[config.mk]
export PLATFORM = sky130hd
export DESIGN_NAME = dmem_access_ctrl
export DESIGN_NICKNAME = d
export VERILOG_FILES = /design/src/rtl/dmem_access_ctrl_pkg.sv /design/src/rtl/dmem_byte_lane.sv /design/src/rtl/dmem_access_ctrl.sv
export SDC_FILE = /design/constraint.sdc
export NUM_CORES = 1
export LEC_CHECK = 0
export ABC_AREA = 1
export CORE_UTILIZATION = 48
export DETAILED_ROUTE_END_ITERATION = 7
export GPL_ROUTABILITY_DRIVEN = 0
export PLACE_DENSITY_LB_ADDON = 0.1
export SETUP_SLACK_MARGIN = 0.3
export SYNTH_ARGS = -nofsm -noshare
export SYNTH_HDL_FRONTEND = slang
export SYNTH_SLANG_ARGS = --single-unit
export TNS_END_PERCENT = 100
[constraint.sdc]
create_clock -name clk -period 2.19 [get_ports clk]
set_input_delay 0.438 -clock clk [delete_from_list [all_inputs] [get_ports clk]]
set_output_delay 0.438 -clock clk [all_outputs]
set_load 0.01 [all_outputs]
[src/rtl/dmem_access_ctrl_pkg.sv]
// Shared types for the data-memory access sequencer: FSM states, the latched
// memory op, and byte-lane geometry of the 32-bit memory word.
package dmem_access_ctrl_pkg;

   typedef enum logic [2:0] {
      ST_IDLE,
      ST_REQ,
      ST_RESP,
      ST_WB,
      ST_DONE
   } state_e;

   typedef struct packed {
      logic        load;
      logic        store;
      logic        byte_op;
      logic [31:0] addr;
      logic [31:0] wdata;
   } mem_op_s;

   localparam int LANE_W     = 8;
   localparam int NUM_LANES  = 4;
   localparam int LANE_SEL_W = 2;

endpackage

[src/rtl/dmem_byte_lane.sv]
// Byte-lane helper: zero-extended extract of one lane, and a merge that
// replaces only the selected lane (read-modify-write for byte stores).
module dmem_byte_lane
   import dmem_access_ctrl_pkg::*;
(
   input  logic [31:0]           word_i,
   input  logic [LANE_SEL_W-1:0] sel_i,
   input  logic [LANE_W-1:0]     byte_i,
   output logic [31:0]           ext_o,
   output logic [31:0]           merge_o
);

   logic [LANE_W-1:0] lanes [NUM_LANES];

   genvar gi;
   generate
      for (gi = 0; gi < NUM_LANES; gi++) begin : g_lane
         assign lanes[gi] = word_i[gi*LANE_W +: LANE_W];
         assign merge_o[gi*LANE_W +: LANE_W] =
            (sel_i == LANE_SEL_W'(gi)) ? byte_i : lanes[gi];
      end
   endgenerate

   assign ext_o = {{(32-LANE_W){1'b0}}, lanes[sel_i]};

endmodule

[src/rtl/dmem_access_ctrl.sv]
// Multi-cycle sequencer between the memory stage and a word-only data memory:
// word reads/writes over valid/yumi, RMW for SB, zero-extended LBU.
module dmem_access_ctrl
   import dmem_access_ctrl_pkg::*;
#(
   parameter int ADDR_W = 10
) (
   input  logic              clk,
   input  logic              reset_n,
   input  logic              req_valid_i,
   input  logic              is_load_i,
   input  logic              is_store_i,
   input  logic              is_byte_i,
   input  logic [31:0]       addr_i,
   input  logic [31:0]       wdata_i,
   output logic              stall_o,
   output logic              done_o,
   output logic [31:0]       load_data_o,
   output logic              misalign_o,
   output logic              mem_v_o,
   output logic              mem_we_o,
   output logic [ADDR_W-1:0] mem_addr_o,
   output logic [31:0]       mem_wdata_o,
   input  logic              mem_yumi_i,
   input  logic              mem_rv_i,
   input  logic [31:0]       mem_rdata_i
);

   state_e      state_q, state_d;
   mem_op_s     op_q, op_d;
   logic [31:0] load_data_q, load_data_d;
   logic [31:0] mem_wdata_q, mem_wdata_d;
   logic        done_q, done_d;
   logic        misalign_q, misalign_d;
   logic        mem_v_q, mem_v_d;
   logic        mem_we_q, mem_we_d;
   logic [31:0] lane_ext;
   logic [31:0] lane_merge;
   logic        unused_op_bits;

   dmem_byte_lane u_byte_lane (
      .word_i  (mem_rdata_i),
      .sel_i   (op_q.addr[LANE_SEL_W-1:0]),
      .byte_i  (op_q.wdata[LANE_W-1:0]),
      .ext_o   (lane_ext),
      .merge_o (lane_merge)
   );

   always_comb begin
      state_d     = state_q;
      op_d        = op_q;
      load_data_d = load_data_q;
      mem_wdata_d = mem_wdata_q;
      misalign_d  = 1'b0;
      case (state_q)
         ST_IDLE: begin
            if (req_valid_i) begin
               op_d.load    = is_load_i;
               op_d.store   = is_store_i & ~is_load_i;
               op_d.byte_op = is_byte_i;
               op_d.addr    = addr_i;
               op_d.wdata   = wdata_i;
               mem_wdata_d  = wdata_i;
               if (!is_load_i && !is_store_i) begin
                  state_d = ST_DONE;
               end else if (!is_byte_i && addr_i[1:0] != 2'b00) begin
                  state_d    = ST_DONE;
                  misalign_d = 1'b1;
               end else begin
                  state_d = ST_REQ;
               end
            end
         end
         ST_REQ: begin
            if (mem_yumi_i) begin
               state_d = (op_q.store && !op_q.byte_op) ? ST_DONE : ST_RESP;
            end
         end
         ST_RESP: begin
            if (mem_rv_i) begin
               if (op_q.load) begin
                  load_data_d = op_q.byte_op ? lane_ext : mem_rdata_i;
                  state_d     = ST_DONE;
               end else begin
                  mem_wdata_d = lane_merge;
                  state_d     = ST_WB;
               end
            end
         end
         ST_WB: begin
            if (mem_yumi_i) begin
               state_d = ST_DONE;
            end
         end
         ST_DONE: state_d = ST_IDLE;
         default: state_d = ST_IDLE;
      endcase
      // Handshake outputs follow the next state so they are registered.
      done_d   = (state_d == ST_DONE);
      mem_v_d  = (state_d == ST_REQ) || (state_d == ST_WB);
      mem_we_d = (state_d == ST_WB) ||
                 ((state_d == ST_REQ) && op_d.store && !op_d.byte_op);
   end

   always_ff @(posedge clk or negedge reset_n) begin
      if (!reset_n) begin
         state_q     <= ST_IDLE;
         op_q        <= '0;
         load_data_q <= '0;
         mem_wdata_q <= '0;
         done_q      <= 1'b0;
         misalign_q  <= 1'b0;
         mem_v_q     <= 1'b0;
         mem_we_q    <= 1'b0;
      end else begin
         state_q     <= state_d;
         op_q        <= op_d;
         load_data_q <= load_data_d;
         mem_wdata_q <= mem_wdata_d;
         done_q      <= done_d;
         misalign_q  <= misalign_d;
         mem_v_q     <= mem_v_d;
         mem_we_q    <= mem_we_d;
      end
   end

   assign unused_op_bits = ^{op_q.addr[31:ADDR_W+2], op_q.wdata[31:LANE_W]};

   assign stall_o     = req_valid_i & ~done_q;
   assign done_o      = done_q;
   assign misalign_o  = misalign_q;
   assign load_data_o = load_data_q;
   assign mem_v_o     = mem_v_q;
   assign mem_we_o    = mem_we_q;
   assign mem_addr_o  = op_q.addr[ADDR_W+1:2];
   assign mem_wdata_o = mem_wdata_q;

endmodule

# == After elaboration in Yosys (flattened, before gate mapping) ==
# Cells that the tools add are included.
# classes
magnitude_cmp,1
eq_ne,12
mux,27
bitwise_logic,5
n_reduce_logical,19
# ops
op,count
$mux W66,2
$mux W32,4
$pmux W32 S2,1
$mux W8,6
$mux W3,8
$bmux W8 S2,1
$pmux W3 S4,1
$eq A3 B2 Y1 const B,3
$eq A3 B1 Y1 const B,2
$ne A2 B2 Y1 const B,3
$logic_and A1 B1 Y1,5
$logic_not A1 Y1,5
$eq A2 B2 Y1 const B,2
$mux W1,4
$reduce_and A4 Y1,1
$reduce_bool A2 Y1,2
$eq A3 B3 Y1 const B,1
$ge A3 B3 Y1 const B,1
$logic_not A3 Y1,1
$not A2 Y3,1
$reduce_and A3 Y1,1
$and A1 B1 Y1,2
$eq A2 B1 Y1 const B,1
$logic_not A2 Y1,1
other kinds (3),5
# word_totals
reg_bits,138
input_bits,104
out_inout_bits,79
elab_cells,76

# == Depth between registers and ports, before layout ==
# depth
ltp_word,10
ltp_mapped,9
ltp_nobuf,8

# == Hierarchy ==
# From an unflattened synthesis, not the netlist that was laid out.
# hier_totals
cells_unflattened,765
area_unflattened_um2,5427.7
# by_module_without_submodules
mod,n_inst,cells_each,area_per_inst_um2,seq_area_each_um2
dmem_access_ctrl,1,573,4413.0,2352.3
dmem_byte_lane,1,192,1014.7,0.0

# == Least setup slack after synthesis ==
# No wires, ideal clock.
# synth_timing
path_kind,reg-to-reg
start,register state_q[0]
end,"register load_data_q[10], in the netlist load_data_o[10]"
setup_time_ns,0.121
arrival_ns,1.170
required_time_ns,2.069
setup_slack_ns,0.900
stages_incl_launch_ff,9
n_path_buf,2
period_less_slack_ns,1.290
cell_sequence,dfrtp_1 inv_1 nand2_2 nor2_8 nand2_2 buf_2 buf_4 nand2_1 o21ai_1
# synth_via
elab_chain_len,2
# synth_rtl
element,line,rtl
"start, declared",dmem_access_ctrl.sv:29,"state_e state_q, state_d;"
"start signal, assigned",dmem_access_ctrl.sv:116,state_q <= state_d;
$eq A3 B2 Y1,dmem_access_ctrl.sv:55,case (state_q)
$reduce_and A3 Y1 (no source line),-,
"end signal, assigned",dmem_access_ctrl.sv:118,load_data_q <= load_data_d;
"end, declared",dmem_access_ctrl.sv:31,"logic [31:0] load_data_q, load_data_d;"
# Every way passes these cells.
# A chain may end at the register's enable or synchronous reset.

# == Worst setup path after layout ==
# layout_timing
start,input port req_valid_i
end,output port stall_o
# layout_via
elab_chain_len,1
# layout_rtl
element,line,rtl
"start, declared",dmem_access_ctrl.sv:10,"input logic req_valid_i,"
$and A1 B1 Y1,dmem_access_ctrl.sv:129,assign stall_o = req_valid_i & ~done_q;
"end, declared",dmem_access_ctrl.sv:16,"output logic stall_o,"
# Every way passes these cells.

==> load_flow_metrics.sql <==
INSERT INTO impl_metrics (metric_group, metric, value, unit) VALUES
('critical_path', 'critical_path.cell_chain', 'clkdlybuf4s50_1 -> inv_1 -> nor2_1 -> dlygate4sd2_1', ''),
('drt', 'drc_errors', '0', ''),
('critical_path', 'crit-reg2reg-capture', 'mem_wdata_o[11]', ''),
('min_path', 'number_of_cells_on_the_worst_hold_path', '2', ''),
('final_layout', 'sequential_cell_area', '2350', 'um2'),
('critical_path', 'endpoint_kind', 'primary output', ''),
('yosys', 'mappedNetlistArea', '4920', 'um2'),
('die', 'chipWidth', '103', 'um'),
('placement', 'placement.cell_area', '6520', 'um2'),
('timing', 'timing_max_transition_violations_final', '0', ''),
('global_route', 'largest_net_degree_at_the_start_of_global_routing', '52', ''),
('global_route', 'congestion_overflow_gr', '0', ''),
('timing', 'max_freq', '558', 'MHz'),
('cts', 'max_h_tree_level', '3', ''),
('die', 'core_area', '9860', 'um2'),
('yosys', 'ys_ff_latch', '94', ''),
('global_route', 'grt_pass1_vias', '4654', ''),
('timing', 'fin_crit_sh', '81.9', '%'),
('drt', 'finalWirelength', '14100', 'um'),
('timing', 'setup-violations-final', '0', ''),
('die', 'starting_density', '49.9', '%'),
('yosys', 'area_fraction_in_and_or_nand_and_nor_cells_after_synthesis', '33.8', '%'),
('drt', 'drtAntennaViolNets', '0', ''),
('critical_path', 'r2r.worst_path.cells', '8', ''),
('yosys', 'synth_compound_gate_area_share', '8.75', '%'),
('timing', 'finalHoldViolCount', '0', ''),
('yosys', 'synthesis.area_per_instance', '7.24', 'um2'),
('die', 'floorplan.rows', '36', ''),
('final_layout', 'multi_input_comb_area', '2100', 'um2'),
('final_layout', 'flow.area_growth_from_synthesis', '36.9', '%'),
('critical_path', 'max_stage_delay', '480', 'ps'),
('cts', 'clock_latency', '370', 'ps'),
('final_layout', 'fillers', '842', ''),
('cts', 'clkTransAtPathRegs', '90', 'ps'),
('yosys', 'largest_family_of_logic_cells_by_synthesized_area', 'simple AND/OR/NAND/NOR gates', ''),
('power_and_ir_drop', 'netSwitchingPower', '3.79', 'mW'),
('cts', 'cts_tree', 'built', ''),
('power_and_ir_drop', 'vdd_ir_drop_max', '0.845', 'mV'),
('power_and_ir_drop', 'cellInternalPower', '5.26', 'mW'),
('power_and_ir_drop', 'leakage', '3.34', 'nW'),
('final_layout', 'drive_above_1_share', '4.72', '%'),
('cts', 'tritoncts.num_buffers', '9', ''),
('placement', 'port_buffers', '162', ''),
('cts', 'clock_tree.root_cell', 'clkbuf_8', ''),
('critical_path', 'cp_data_arrival_time', '1350', 'ps'),
('die', 'floorplan.io_pins', '183', ''),
('timing', 'layout_min_cycle_time', '1790', 'ps'),
('final_layout', 'nNetsFinal', '925', ''),
('global_route', 'global_route_wire_length_before_repair', '22400', 'um'),
('placement', 'place.detailed.hpwl', '10700', 'um'),
('critical_path', 'critical-path-top-delay-family', 'buffers and inverters', ''),
('power_and_ir_drop', 'power.clock.fraction', '13.2', '%'),
('yosys', 'yosys.cell_types.count', '26', ''),
('timing', 'worst_pin_slew', '509', 'ps'),
('critical_path', 'critical_path_buf_inv_count', '3', ''),
('global_route', 'grt.total_usage', '27.9', '%'),
('placement', 'place_worst_setup_slack', '133', 'ps'),
('die', 'die_height', '103', 'um'),
('yosys', 'synth-adder-area-share', '0', '%'),
('timing', 'hold-worst-slack', '484', 'ps'),
('critical_path', 'crit_path_max_fanout', '3', ''),
('critical_path', 'worst_ep_required_time', '1750', 'ps'),
('yosys', 'post_synth_mux_area_share', '0', '%'),
('cts', 'cts-root-to-sink-buffers', '2', ''),
('yosys', 'synthesis.nets', '783', ''),
('timing', 'final.setup.worst_slack', '397', 'ps'),
('timing', 'slew_headroom', '66.0', '%'),
('timing', 'finalClockSkew', '3.99', 'ps'),
('power_and_ir_drop', 'power_density', '1340', 'nW/um2'),
('yosys', 'synth_xor_xnor_area_share', '0', '%'),
('status', 'status', 'completed', '');
[per-layer routing]
layer  up-vias  GRT usage, %  wire, um
met4         0          14.6       491
met1      2257          36.4      6120
li1       2361             -         -
met3        43          3.70       786
met5         -             0         0
met2       183          45.5      6710
[stage by stage]
| step | power, mW | std cells |
|---|---|---|
| 6_report | 9.05 | 959 |
| 5_1_grt | 9.78 | 959 |
| 4_1_cts | 9.09 | 959 |
| 3_5_place_dp | 7.88 | 942 |
| 3_3_place_gp | 7.74 | 942 |
| 2_1_floorplan | 5.90 | 679 |
[worst reg2reg max path, stage by stage, from the launching register on]
cell and delay, ps:
dfrtp_1 400, inv_1 100, nand2_2 120, nor2_8 270, buf_4 250, nand2_1 70, o21ai_1 210, nand2_1 90
nand2_1 60
[power by group through the flow]
stage	Sequential (mW)	Clock, mW	Combinational [mW]
floorplan	3.23	0	2.66
global placement	3.00	0	4.74
detailed placement	3.04	0	4.84
CTS	3.01	1.22	4.86
global route	3.10	1.27	5.40
finish	3.01	1.20	4.85
[registers in the layout (all words and copies together) (netlist names)]
register	flops
misalign_o	1
op_q	13
state_q	3
mem_addr_o	10
load_data_o	32
mem_we_o	1
done_o	1
mem_v_o	1
mem_wdata_o	32
[Yosys cell counts (all sizes together)]
master	number	share of area, %
a21boi	8	1.2
nand3b	1	0.41
o31ai	1	0.15
o22ai	1	0.13
dfrtp	94	48
inv	48	3.7
buf	37	5.6
nor2	43	4.2
nand4	1	0.13
or2	1	0.13
nand3	24	2.4
clkbuf	4	0.31
nand2	345	26
o21ai	69	7.1
o21bai	1	0.15
clkinv	1	0.076
[worst max path at each step]
stage	start	end	slack [ps]	cells after the start
CTS	req_valid_i	stall_o	400	4
global route	req_valid_i	stall_o	380	4
floorplan	state_q[0]	load_data_o[10]	900	8
finish	req_valid_i	stall_o	400	4
global placement	req_valid_i	stall_o	150	4
detailed placement	req_valid_i	stall_o	130	4
[final cells by class]
type / instances / share of cell area [%]
Tap cell: 133 / 2.47
Inverter: 49 / 2.73
Multi-Input combinational cell: 495 / 31.2
Timing Repair Buffer: 172 / 25.7
Clock buffer: 12 / 2.15
Sequential cell: 94 / 34.9
Clock inverter: 4 / 0.836
[placed cells by master, fill, tap and decap left out]
| cell type | n |
|---|---|
| dlygate4sd3_1 | 1 |
| clkinv_1 | 1 |
| inv_1 | 46 |
| clkbuf_1 | 2 |
| clkdlybuf4s50_1 | 160 |
| nand3_1 | 24 |
| clkinv_4 | 3 |
| o21ai_1 | 19 |
| nor2_1 | 36 |
| inv_2 | 2 |
| nand2_4 | 1 |
| clkbuf_8 | 10 |
| o21ai_0 | 49 |
| nand2_2 | 2 |
| dfrtp_1 | 94 |
| nor2_4 | 3 |
| or2_2 | 1 |
| bufinv_16 | 1 |
| dlygate4sd2_1 | 1 |
| buf_4 | 7 |
| o21bai_1 | 1 |
| o22ai_1 | 1 |
| buf_12 | 3 |
| a21boi_1 | 8 |
| nand4_1 | 1 |
| nand3b_4 | 1 |
| nor2_8 | 1 |
| o31ai_1 | 1 |
| nand2_1 | 342 |
| o21ai_2 | 1 |
| nor2_2 | 3 |
[what timing repair did]
item	4_1_cts	5_1_grt
resized for setup	1	1
pin swaps	0	0
endpoints found under the setup margin	1	4
hold buffers	1	0
hold endpoints to repair	24	0
[cell families (layout without fill, tap and decap cells)]
family          count (synthesis)  in the layout
compound gates                 80             80
buf+inv                        90            237
flops                          94             94
simple gates                  415            415
(Power assumes the default switching activity.)
==> RTL edit 1, RTL diff (same flow settings) <==
`ADDR_W`: 10 -> 9.
--- a/src/rtl/dmem_access_ctrl.sv
+++ b/src/rtl/dmem_access_ctrl.sv
@@ -5,3 +5,3 @@
 #(
-   parameter int ADDR_W = 10
+   parameter int ADDR_W = 9
 ) (
Ports: changed (resized mem_addr_o); port bits go from 183 to 182. The function was not compared with the original's and may differ.
==> RTL edit 1 against the unedited design <==
Hold slack got worse by 0.44 ns; sequential cell count fell by 1; area after synthesis fell by 4.0%; non-clock buffer count fell by 2; design area fell by 2.3%; clock skew rose by 0.011 ns; utilization rose by 2.0 points; total power fell by 3.6%; setup slack improved by 0.029 ns; routed wire length fell by 3.6%; sequential power fell by 2%; largest power group unchanged.
==> RTL edit 1: results (changes against the unedited design) <==
| Metric | Value |
|---|---|
| Status | completed |
| Via density | 5.16 (+2.1%) |
| Clock Skew | 0.0145 ns (+0.0105 ns) |
| CP top delay family | buffers and inverters |
| Flop2flop setup slack | 0.47 ns (-0.10 ns) |
| Layout cells sized above 1 | 0.0534 (+0.00622) |
| Vias in the first global route | 4,571 (-1.8%) |
| CTS max path bufs | 2 (unchanged) |
| Top cells by count, synth | nand2_1, dfrtp_1, nand3_1 |
| Synth area leaders | dfrtp_1, nand2_1, nand3_1 |
| Initial antenna violation count | 0 (unchanged) |
| Worst ir drop on vdd | 0.000789 V (-6.7%) |
| Port bufs | 160 (-1.2%) |
| CTS root buf | clkbuf_8 |
| Hold Crit Class | input port to async pin |
| Tot GR Track Use | 0.280 (+0.000850) |
| Place WS | 0.0850 ns (-0.0477 ns) |
| Max Fanout on Critical Path | 2 (-1) |
| Sw frac | 0.420 (+0.00195) |
| Power in combinational cells | 4.57 mW (-5.8%) |
| Clock Latency Late Sink | 0.37 ns (about the same) |
| Final WL | 13,600 um (-3.6%) |
| Power share of the clock group | 0.138 (+0.006) |
| PostCTS Resize Cnt | 1 (unchanged) |
| Largest net degree at the start of global routing | 43 (-17%) |
| Area after DPL | 6380 sq um (-2.2%) |
| Slew @ Worst Pin | 0.559 ns (+0.0496 ns) |
| Pleak | 3.29 nW (-1.3%) |
| ANT cells | 0 (unchanged) |
| First DRT Iteration DRCs | 282 (+17%) |
| Worst path slowest cell | clkdlybuf4s50_1 |
| Post-Syn Nets | 744 (-5.0%) |
| Std cell rows | 35 (-2.8%) |
| Main flop type after synthesis | dfrtp_1 |
| Layout Nets | 885 (-4.3%) |
| Cell variety after synth | 21 (-19%) |
| WP data arrival | 1.33 ns (-0.02 ns) |
| Pre-Repair DR Iteration Count | 5 (+1) |
| Post-route cell area | 6580 sq um (-2.3%) |
| Setup Fix Bufs, Post-CTS | 0 (unchanged) |
| CTS clk-pin slew, worst paths | 0.09 ns (about the same) |
| Worst reg2reg path depth | 6 (-2) |
| FF-to-FF End | load_data_o[6] |
| Detailed Place HPWL | 10,300 um (-4.3%) |
| Async SR Flop Fraction | 1.00 (unchanged) |
| Crit path launch | req_valid_i |
| FF-to-FF Start | op_q[32] |
| Global-route wire length before repair | 21,700 um (-3.2%) |
| Sequential area share after synthesis | 0.493 (+0.0147) |
-- RTL edit 1: cell count changes in the layout (fill, tap and decap cells not counted), moves of 3 or more --
cell and delta:
nand3_1 +24, nand2_2 +3, inv_1 -3, o21ai_1 -18, o21ai_0 -37, a21oi_1 +17, nor2_1 -21, clkinvlp_4 +3
o31ai_1 +23, o211ai_1 +9, a21boi_1 -8, inv_2 +3, nand2_1 -23
-- RTL edit 1: per-stage QoR --
step | hold WS (ns) | instances | util | power (mW)
2_1_floorplan | 0.142 | 640 | - | 5.58
6_report | 0.0438 | 915 | 0.702 | 8.73
3_3_place_gp | 0.449 | 899 | 0.680 | 7.42
5_1_grt | 0.0865 | 915 | 0.702 | 9.42
3_5_place_dp | 0.456 | 899 | 0.680 | 7.55
4_1_cts | 0.0642 | 915 | 0.702 | 8.75
-- RTL edit 1: metal layers --
metal,wire (um),vias up,track usage
met5,0,-,0
met4,544,0,0.144
met3,918,45,0.0538
met2,6720,200,0.485
met1,5430,2193,0.332
li1,-,2279,-
-- RTL edit 1: cell families (layout without fill, tap and decap cells) --
family | Yosys count | after routing | share of synthesized area
buffers and inverters | 88 | 234 | 0.0848
AOI/OAI and AO/OA | 65 | 65 | 0.0893
DFF | 93 | 93 | 0.493
and+or+nand+nor | 394 | 394 | 0.333
-- RTL edit 1: final cells by class --
type | count | area, sq um
Inverter | 48 | 180
Tap cell | 129 | 161
Timing Repair Buffer | 170 | 1710
Clock inverter | 6 | 70.1
Sequential cell | 93 | 2330
Multi-Input combinational cell | 459 | 2000
Fill cell | 783 | 2790
Clock buffer | 10 | 138
-- RTL edit 1: worst reg2reg max path: stages, from the launching register on --
cell     delay [ns]
dfrtp_1        0.66
nand2_2        0.24
inv_2          0.29
nand2_1        0.11
nand3_1        0.11
nand2_1        0.09
a21oi_1        0.16
==> RTL edit 2, RTL diff (config.mk and constraints unchanged) <==
Without the edit above. Re-encode `state_e` (5 states) as one-hot, 5 bits wide.
--- a/src/rtl/dmem_access_ctrl_pkg.sv
+++ b/src/rtl/dmem_access_ctrl_pkg.sv
@@ -4,8 +4,8 @@
 
-   typedef enum logic [2:0] {
-      ST_IDLE,
-      ST_REQ,
-      ST_RESP,
-      ST_WB,
-      ST_DONE
+   typedef enum logic [4:0] {
+      ST_IDLE = 5'b00001,
+      ST_REQ  = 5'b00010,
+      ST_RESP = 5'b00100,
+      ST_WB   = 5'b01000,
+      ST_DONE = 5'b10000
    } state_e;
Behaviour: no difference found for any inputs over 4 cycles, from zero or initial values and one cycle with reset_n low; so few cycles prove little.
==> RTL edit 2 against the unedited design <==
Count of clock-buffer cells in the layout rose by 2; total power down 12%; critical path type unchanged; sequential cell count grew 2; first-iteration DRC count is 70% higher; clock skew grew 0.0026 ns; design area rose by 5.2%; routed wire length up 2.7%; setup slack got worse by 0.013 ns; area after synthesis grew 4.6%; maximum frequency shrank 0.71%.
==> RTL edit 2: results (changes against the unedited design) <==
| Metric | Value |
|---|---|
| DR WL met2 | 6940 um (+3.3%) |
| Max incr delay on CP | 0.51 ns (+0.03 ns) |
| Sequential area share after synthesis | 0.467 (-0.0112) |
| Max frequency | 0.554 GHz (-0.71%) |
| WP data arrival | 1.37 ns (+0.02 ns) |
| Routed wl met3 | 989 um (+26%) |
| Status | completed |
| Clock Skew | 0.00656 ns (+0.00257 ns) |
| Cells after Synth | 726 (+6.9%) |
| First DRT Iteration DRCs | 409 (+70%) |
| Flop2flop setup slack | 0.47 ns (-0.10 ns) |
| Pre-Repair DR Iteration Count | 6 (+2) |
| GRT met1 Usage | 0.357 (-0.00742) |
| Pleak | 3.56 nW (+6.5%) |
| Layout Nets | 978 (+5.7%) |
| Vias in the first global route | 4,984 (+7.1%) |
| Largest net degree at the start of global routing | 40 (-23%) |
| Cells after DPL | 995 (+5.6%) |
| FF-to-FF Start | op_q[33] |
| Layout cells sized above 1 | 0.0637 (+0.0165) |
| Final WL | 14,500 um (+2.7%) |
| Worst hold path endpoint | mem_wdata_o[12] |
| Global-route wire length before repair | 23,800 um (+6.5%) |
| Place WS | 0.111 ns (-0.0221 ns) |
| WHS | 0.473 ns (-0.0115 ns) |
| Max-slew headroom | 0.704 (+0.0438) |
| Via density | 5.10 (+0.96%) |
[RTL edit 2: cell count changes after synthesis, sizes merged, moves of 2 or more]
cell | before | now
nand3 | 24 | 66
nand2 | 345 | 397
a21boi | 8 | 0
clkbuf | 4 | 6
nor2 | 43 | 27
inv | 48 | 33
o21ai | 69 | 49
a21oi | 0 | 4
nand4 | 1 | 6
[RTL edit 2: cell type report]
class                      count  area (sq um)  share of cell area
timing repair buffer         179          1800               0.254
sequential                    96          2400               0.339
multi-input combinational    553          2340               0.331
clock buffer                  14           173              0.0244
tap                          136           170              0.0240
clock inverter                 2          60.1             0.00848
inverter                      35           136              0.0192
[RTL edit 2: timing repair]
item                                   CTS  global route
endpoints found under the hold margin   17             0
setup endpoints to repair                1            22
hold buffers                             1             0
gates resized for setup                  1             4
buffers inserted                         0             3
pin swaps                                0             1
[RTL edit 2: power by group]
part           internal (mW)  switching (mW)  leakage [nW]  total, mW
logic                   1.66            2.12          2.20       3.78
registers               2.37           0.464          1.24       2.83
clock network          0.739           0.592         0.117       1.33
